--- config.mk ---
export PLATFORM = sky130hd
export DESIGN_NAME = quadrature_decoder
export DESIGN_NICKNAME = d
export VERILOG_FILES = /design/src/rtl/quadrature_decoder.sv
export SDC_FILE = /design/constraint.sdc
export NUM_CORES = 1
export LEC_CHECK = 0
export ABC_CLOCK_PERIOD_IN_PS = 2050
export CORE_ASPECT_RATIO = 1.1
export CORE_MARGIN = 5
export CORE_UTILIZATION = 45
export DETAILED_ROUTE_END_ITERATION = 6
export PLACE_DENSITY = 0.71
export SYNTH_ARGS = -nofsm -noshare
export SYNTH_HDL_FRONTEND = slang
export SYNTH_SLANG_ARGS = --single-unit
--- constraint.sdc ---
create_clock -name clk -period 2.05 [get_ports clk]
set_clock_uncertainty 0.05 [all_clocks]
set_input_delay 0.205 -clock clk [delete_from_list [all_inputs] [get_ports clk]]
set_output_delay 0.205 -clock clk [all_outputs]
set_load 0.02 [all_outputs]
--- src/rtl/quadrature_decoder.sv ---
// Quadrature (A/B) encoder front end for the up/down position counter.
// Each channel is synchronized and glitch filtered, and the filtered pair is
// decoded x4 into a one-cycle step pulse plus a held direction level. Two
// channels moving on the same edge is not a legal quadrature move: it raises
// the sticky error flag and the decoder resynchronizes to the new pair.
//
// state | meaning
// ------+--------------------------------------------------------------
// INIT  | filters load straight from the synchronizers, prev follows
//       | them, no step or error; lasts FilterLen+2 cycles after reset
// TRACK | normal filtering and x4 decoding until the next reset

// Per-channel glitch filter: the output follows the input only once the input
// has disagreed with it for FilterLen consecutive cycles.
module quadrature_filter #(
  parameter int FilterLen = 4,
  parameter int CntWidth  = 8
) (
  input  logic clk,
  input  logic rst,
  input  logic load,
  input  logic din,
  output logic f
);

  localparam logic [CntWidth-1:0] CntLast = CntWidth'(FilterLen - 1);

  logic [CntWidth-1:0] cnt;

  // Filtered value and disagreement counter; load bypasses the qualification.
  always_ff @(posedge clk or posedge rst) begin
    if (rst) begin
      f   <= 1'b0;
      cnt <= '0;
    end else if (load) begin
      f   <= din;
      cnt <= '0;
    end else if (din != f) begin
      if (cnt == CntLast) begin
        f   <= din;
        cnt <= '0;
      end else begin
        cnt <= cnt + 1'b1;
      end
    end else begin
      cnt <= '0;
    end
  end

endmodule

module quadrature_decoder #(
  parameter int FilterLen = 4,
  parameter int CntWidth  = 8
) (
  input  logic clk,
  input  logic rst,
  input  logic a,
  input  logic b,
  input  logic errClr,
  output logic step,
  output logic upDown,
  output logic error
);

  typedef enum logic {
    INIT  = 1'b0,
    TRACK = 1'b1
  } state_t;

  // initCnt must reach FilterLen+1, which is at most 256.
  localparam logic [8:0] InitLast = 9'(FilterLen + 1);

  state_t     state;
  state_t     stateNxt;
  logic [8:0] initCnt;

  logic       aS1, aS2;
  logic       bS1, bS2;
  logic       fa, fb;
  logic [1:0] cur;
  logic [1:0] prev;
  logic [1:0] posDiff;
  logic       moveFwd;
  logic       moveRev;
  logic       moveIll;
  logic       loadFilt;

  // Position of a pair along the forward cycle 00 -> 10 -> 11 -> 01.
  function automatic logic [1:0] quad_pos(input logic [1:0] ab);
    case (ab)
      2'b00:   quad_pos = 2'd0;
      2'b10:   quad_pos = 2'd1;
      2'b11:   quad_pos = 2'd2;
      default: quad_pos = 2'd3;
    endcase
  endfunction

  // Two-flop synchronizers for the asynchronous encoder channels.
  always_ff @(posedge clk or posedge rst) begin
    if (rst) begin
      aS1 <= 1'b0;
      aS2 <= 1'b0;
      bS1 <= 1'b0;
      bS2 <= 1'b0;
    end else begin
      aS1 <= a;
      aS2 <= aS1;
      bS1 <= b;
      bS2 <= bS1;
    end
  end

  assign loadFilt = (state == INIT);

  quadrature_filter #(
    .FilterLen (FilterLen),
    .CntWidth  (CntWidth)
  ) u_filt_a (
    .clk  (clk),
    .rst  (rst),
    .load (loadFilt),
    .din  (aS2),
    .f    (fa)
  );

  quadrature_filter #(
    .FilterLen (FilterLen),
    .CntWidth  (CntWidth)
  ) u_filt_b (
    .clk  (clk),
    .rst  (rst),
    .load (loadFilt),
    .din  (bS2),
    .f    (fb)
  );

  assign cur = {fa, fb};

  // Classify the move from prev to cur by distance along the forward cycle.
  always_comb begin
    posDiff = quad_pos(cur) - quad_pos(prev);
    moveFwd = (posDiff == 2'd1);
    moveRev = (posDiff == 2'd3);
    moveIll = (posDiff == 2'd2);
  end

  // State register.
  always_ff @(posedge clk or posedge rst) begin
    if (rst) begin
      state <= INIT;
    end else begin
      state <= stateNxt;
    end
  end

  // Next state: leave INIT once the filters and prev have settled.
  always_comb begin
    stateNxt = state;
    case (state)
      INIT:    if (initCnt == InitLast) stateNxt = TRACK;
      TRACK:   stateNxt = TRACK;
      default: stateNxt = INIT;
    endcase
  end

  // INIT duration counter; it parks at its last value once TRACK is reached.
  always_ff @(posedge clk or posedge rst) begin
    if (rst) begin
      initCnt <= '0;
    end else if (state == INIT && initCnt != InitLast) begin
      initCnt <= initCnt + 1'b1;
    end
  end

  // prev follows the filtered pair every cycle, so an illegal jump resyncs.
  always_ff @(posedge clk or posedge rst) begin
    if (rst) begin
      prev <= 2'b00;
    end else begin
      prev <= cur;
    end
  end

  // Registered step/direction; upDown moves only together with step.
  always_ff @(posedge clk or posedge rst) begin
    if (rst) begin
      step   <= 1'b0;
      upDown <= 1'b0;
    end else begin
      step <= 1'b0;
      if (state == TRACK && (moveFwd || moveRev)) begin
        step   <= 1'b1;
        upDown <= moveFwd;
      end
    end
  end

  // Sticky error; a new illegal move outranks a simultaneous clear.
  always_ff @(posedge clk or posedge rst) begin
    if (rst) begin
      error <= 1'b0;
    end else if (state == TRACK && moveIll) begin
      error <= 1'b1;
    end else if (errClr) begin
      error <= 1'b0;
    end
  end

endmodule

==> impl_metrics.yaml, run 1 <==
status:
  outcome: "finished, final reports clean"
critical_path:
  worst_r2r_path_depth: 5
  worstReg2RegEnd: "upDown"
  reg2reg_slack_ns: 0.26
  critPathRequiredTime_ns: 2.18
  list_of_cells_traversed_by_the_critical_path: "inv_1 > ha_1 > ha_1 > xnor3_1 > mux2_2"
  r2r_start: "u_filt_a.f"
  cp_data_arrival_time_ns: 1.91
  timing.setup.critical_path_class: "register to register"
  critical_path.max_stage_delay_ns: 0.43
  startpoint_class: "register"
  critPathMaxFanout: 5
  critPathMostFrequentCell: "ha_1"
  critPathCapture: "upDown"
  cpMaxStageDelayCell: "dfrtp_1"
  timing.critical_path.to_type: "register"
  cp-startpoint: "u_filt_a.f"
pwr:
  peak_supply_drop_mv: 0.687
  power.share.combinational_pct: 30.4
  net-switching-power_w: 0.000720
  totalPowerFinal_w: 0.00245
  power_switching_share_pct: 29.3
  static-leakage-power_nw: 0.884
  seqPwrFrac_pct: 39.4
  power_density_nw_per_um2: 1250
  intPower_w: 0.00173
  clock_power_share_pct: 30.2
floorplanning:
  boundaryPins: 8
  floorplan.die.width_um: 68.5
  fp-row-count: 23
  die-height_um: 74.4
  core_region_area_sq_um: 3650
  dieArea_sq_um: 5100
  start_util_pct: 46.4
global_route:
  grt_max_degree: 38
  grt-ovfl-total: 0
  via_count_of_the_first_global_routing_pass: 1163
  grt_util_all_layers_pct: 12.9
  first_pass_grt_wire_length_mm: 4.92
  antenna_found_initial: 0
timing:
  unrepaired_setup_endpoints_after_global_routing: "no"
  period_share_pct: 87.2
  post-route-worst-setup-slack_ns: 0.263
  setup_tns_ns: 0
  slew_headroom_pct: 65.5
  timing.fmax_ghz: 0.560
  finalWorstPathRequiredPeriod_ns: 1.79
  final-max-slew-violation-count: 0
  setup-violations-final: 0
  worst_pin_slew_ns: 0.511
  final_number_of_hold_violating_endpoints: 0
clocking:
  clockRootBuffer: "clkbuf_8"
  cts-resized-gates: 0
  clkSinkCount: 37
  cts.clk_slew.worst_paths_ns: 0.08
  post_cts_hold_buffer_count: 0
  cts.repair_timing.setup_buffer_count: 0
  clk-insertion-delay-late_ns: 0.29
  clock_tree.htree_level_count: 2
  tritoncts: "built"
  ctsLongestPathBuffers: 2
  number_of_buffers_created_by_cts: 5
synth:
  synth_top_area_share_pct: 54.6
  synth_edf_count: 0
  synth-warning-count: 0
  synth_top_cells_by_area: "dfrtp_1 55%, ha_1 6.6%, xor2_1 5.7%"
  synth_async_sr_flop_share_pct: 100
  synth-seq-area-share_pct: 54.6
  synth_top_area_cell: "dfrtp_1"
  post_synth_most_frequent_cells: "37 x dfrtp_1, 14 x nor2_1, 11 x xor2_1"
  synthesis.nets: 162
  netlist_area_sq_um: 1700
  most_used_standard_cell_by_instance_count_after_synthesis: "dfrtp_1"
  synth_top_flop_cell: "dfrtp_1"
  synth_seq_cells: 37
  synthesis.instances: 148
  syn_area_per_cell_sq_um: 11.5
  ys_types: 33
detailed_routing:
  detail_route.wl_per_cell_um: 12.2
  total_vias_in_the_final_route: 1082
  avgViaCountPerCell: 5.08
  remaining_drc_errors: 0
  dr.pass1.iters: 4
  drt_iter0_drcs: 22
  ant_nets: 0
  total_wirelength_of_the_detailed_routed_design_mm: 2.59
finish:
  flow.area_growth_from_synthesis_pct: 15.9
  n_antenna_cell: 0
  nets: 176
  fill_cells: 342
  area.sequential_sq_um: 926
  fin_cells: 213
  post_route_cells_drive_above_1_share_pct: 10.4
  multi_input_gate_area_in_the_final_layout_sq_um: 732
job:
  max-cap-violations: 0
place:
  i_o_buffers: 7
  placement.setup.worst_slack_ns: 0.274
  dp_hpwl_mm: 1.88
  globalplace.congestion: 0.750
  inst_count_dp: 205
worst_hold_path:
  hold_class: "primary input to async pin"
==> how the worst min path moves through the flow <==
stage          slack [ns]  cells past startpoint              end
3_5_place_dp         0.29                      0              aS2
3_3_place_gp         0.29                      0              aS2
4_1_cts              0.28                      3  u_filt_a.cnt[0]
6_report             0.26                      3  u_filt_a.cnt[0]
5_1_grt              0.29                      1              bS1
2_1_floorplan        0.19                      0              aS1
==> final cells by class <==
cell class	instances	area share [%]
clock buffer	5	3.50
clock inverter	3	3.31
inverter	9	1.72
multi-input combinational	101	37.2
sequential	37	47.1
tap	50	3.18
timing repair buffer	8	3.95
==> critical path: cells and delay by family (launching register included) <==
kind	cells	cell delay [ns]
adders and majority gates	2	0.48
DFF	1	0.43
xor gates and xnor gates	1	0.37
muxes	1	0.27
buffers and inverters	1	0.07
==> per-stage QoR <==
| stage | util [%] | area, sq um | hold WS, ns |
|---|---|---|---|
| CTS | 53.8 | 1970 | 0.280 |
| global route | 53.8 | 1970 | 0.292 |
| global placement | 50.1 | 1830 | 0.286 |
| finish | 53.8 | 1970 | 0.265 |
| floorplan | - | 1700 | 0.186 |
| detailed placement | 50.1 | 1830 | 0.286 |
==> layout by cell type, fill, tap and decap left out, types with 3 or more instances in the layout <==
master and n:
inv_1 9, ha_1 9, xnor2_1 3, dfrtp_1 37, o21ai_0 6, nand2_1 7, or3_1 7, xor2_1 11
nand3_1 8, clkdlybuf4s50_1 7, a21oi_1 8, clkbuf_8 5, nor2_1 14
==> cell families after synthesis <==
group | Yosys count | share of synthesized area, %
flip-flops | 37 | 54.6
buffers and inverters | 10 | 2.21
multiplexers | 4 | 2.58
AND/OR/NAND/NOR | 51 | 16.5
AO/OA/AOI/OAI | 22 | 8.86
adder cells (fa/ha/maj) | 9 | 6.64
XOR/XNOR | 15 | 8.56
==> flip-flops by register name (all words and copies together), names as in the netlist, 2 cells and up <==
signal / cells
initCnt: 9
u_filt_a.cnt: 8
u_filt_b.cnt: 8
prev: 2
==> per-layer routing <==
| metal | GRT usage (%) | wire (um) | vias up |
|---|---|---|---|
| met5 | 0 | 0 | - |
| met4 | 3.31 | 24 | 0 |
| li1 | - | - | 538 |
| met3 | 5.14 | 68 | 4 |
| met2 | 22.6 | 1360 | 10 |
| met1 | 14.5 | 1140 | 530 |
==> power groups by stage <==
stage | logic, W | registers (W) | clock network [W]
floorplan | 0.000543 | 0.000994 | 0
global placement | 0.000723 | 0.000966 | 0
detailed placement | 0.000757 | 0.000978 | 0
CTS | 0.000764 | 0.000966 | 0.000756
global route | 0.000850 | 0.000989 | 0.000789
finish | 0.000747 | 0.000966 | 0.000740
(Power assumes the default switching activity.)
==> inputs of run 2 (changes only) <==
CORE_MARGIN = default   (was 5)
==> run 2 against run 1 <==
Critical path depth stayed put; total power is 4.6% lower; largest cell class unchanged; largest power group unchanged; sequential power is 1% lower.
==> impl_metrics.yaml, run 2 (same netlist as run 1, synthesis figures left out) <==
floorplanning:
  start_util_pct: 46.8
  boundaryPins: 8
  core_region_area_sq_um: 3630
  floorplan.die.width_um: 60.5
  fp-row-count: 23
  die-height_um: 66.4
  dieArea_sq_um: 4020
clocking:
  clkSinkCount: 37
  tritoncts: "built"
  clock_tree.htree_level_count: 2
  cts.clk_slew.worst_paths_ns: 0.07
  clockRootBuffer: "clkbuf_8"
  clk-insertion-delay-late_ns: 0.29
  post_cts_hold_buffer_count: 0
  ctsLongestPathBuffers: 2
  number_of_buffers_created_by_cts: 5
  cts.repair_timing.setup_buffer_count: 0
  cts-resized-gates: 0
critical_path:
  timing.setup.critical_path_class: "register to register"
  critPathRequiredTime_ns: 2.18
  reg2reg_slack_ns: 0.25
  startpoint_class: "register"
  timing.critical_path.to_type: "register"
  r2r_start: "u_filt_a.f"
  cp_data_arrival_time_ns: 1.93
  cp-startpoint: "u_filt_a.f"
  critPathMaxFanout: 5
place:
  dp_hpwl_mm: 1.87
  i_o_buffers: 7
  globalplace.congestion: 0.764
  inst_count_dp: 206
timing:
  final-max-slew-violation-count: 0
  worst_pin_slew_ns: 0.531
  unrepaired_setup_endpoints_after_global_routing: "no"
  setup_tns_ns: 0
  timing.fmax_ghz: 0.554
  period_share_pct: 88.0
  final_number_of_hold_violating_endpoints: 0
  setup-violations-final: 0
  finalWorstPathRequiredPeriod_ns: 1.80
  slew_headroom_pct: 64.1
global_route:
  grt_util_met2_pct: 28.0
  grt_max_degree: 38
  grt_util_all_layers_pct: 16.9
  grt_busiest_layer: "met2"
  global_route.usage.met3_pct: 5.28
  grt-ovfl-total: 0
  first_pass_grt_wire_length_mm: 4.92
  grtUsageMet1_pct: 19.5
  antenna_found_initial: 0
  via_count_of_the_first_global_routing_pass: 1139
finish:
  layout_commonest_cell: "dfrtp_1"
  biggestRegsByFlops: "initCnt: 9 flops, u_filt_a.cnt: 8 flops, u_filt_b.cnt: 8 flops"
  area.sequential_sq_um: 926
  fill_cells: 320
  flow.area_growth_from_synthesis_pct: 15.1
  final_cell_mix: "37 x dfrtp_1, 14 x nor2_1, 11 x xor2_1"
  post_route_cells_drive_above_1_share_pct: 10.4
  n_antenna_cell: 0
  largest_register_ffs: 9
  fin_cells: 214
  multi_input_gate_area_in_the_final_layout_sq_um: 732
  largest-register: "initCnt"
  nets: 177
detailed_routing:
  detail_route.wl_per_cell_um: 12.1
  remaining_drc_errors: 0
  dr.pass1.iters: 4
  total_vias_in_the_final_route: 1108
  avgViaCountPerCell: 5.18
  drt_iter0_drcs: 63
  total_wirelength_of_the_detailed_routed_design_mm: 2.59
  ant_nets: 0
worst_hold_path:
  hold_class: "primary input to async pin"
pwr:
  static-leakage-power_nw: 0.877
  power_density_nw_per_um2: 1200
  peak_supply_drop_mv: 0.507
  totalPowerFinal_w: 0.00234
job:
  max-cap-violations: 0
status:
  outcome: "finished, final reports clean"
==> run 2: per-layer routing <==
layer	vias to the layer above	part of all wire (%)
met4	0	2.1
li1	541	-
met3	5	3.5
met5	-	0
met2	18	51
met1	544	43
==> run 2: stage by stage <==
step	instance area, sq um	hold WS, ns	util, %	setup slack (ns)
floorplan	1700	0.186	-	0.366
global placement	1840	0.284	50.7	0.308
detailed placement	1840	0.310	50.7	0.236
CTS	1950	0.277	53.8	0.226
global route	1950	0.305	53.8	0.127
finish	1950	0.257	53.8	0.246
==> run 2: cell type report <==
class                   count  share of cell area [%]
flip-flops and latches     37                    47.5
multi-input cells         101                    37.5
repair buffers              9                    4.36
clock buffers               6                    3.72
well taps                  50                    3.21
clock inverters             2                    1.99
inverters                   9                    1.73
==> run 2: path summary, 6_finish.rpt <==
kind | end | depth (start not counted)
setup / recovery | upDown | 5
hold / removal | bS1 | 3
setup reg to reg | upDown | 5
hold reg to reg | aS2 | 0
max in group asynchronous | initCnt[2] | 3
min in group clk | bS1 | 1
==> run 2: critical path, stage by stage (launching register included) <==
cell     delay (ns)
dfrtp_1        0.43
inv_1          0.07
ha_1           0.29
ha_1           0.20
xnor3_1        0.37
mux2_2         0.27
==> run 2: power by group <==
part / leakage [nW] / switching (W) / total (W) / internal, W
sequential: 0.472 / 0.0000947 / 0.000955 / 0.000861
clock: 0.0554 / 0.000254 / 0.000619 / 0.000365
combinational: 0.350 / 0.000363 / 0.000767 / 0.000403
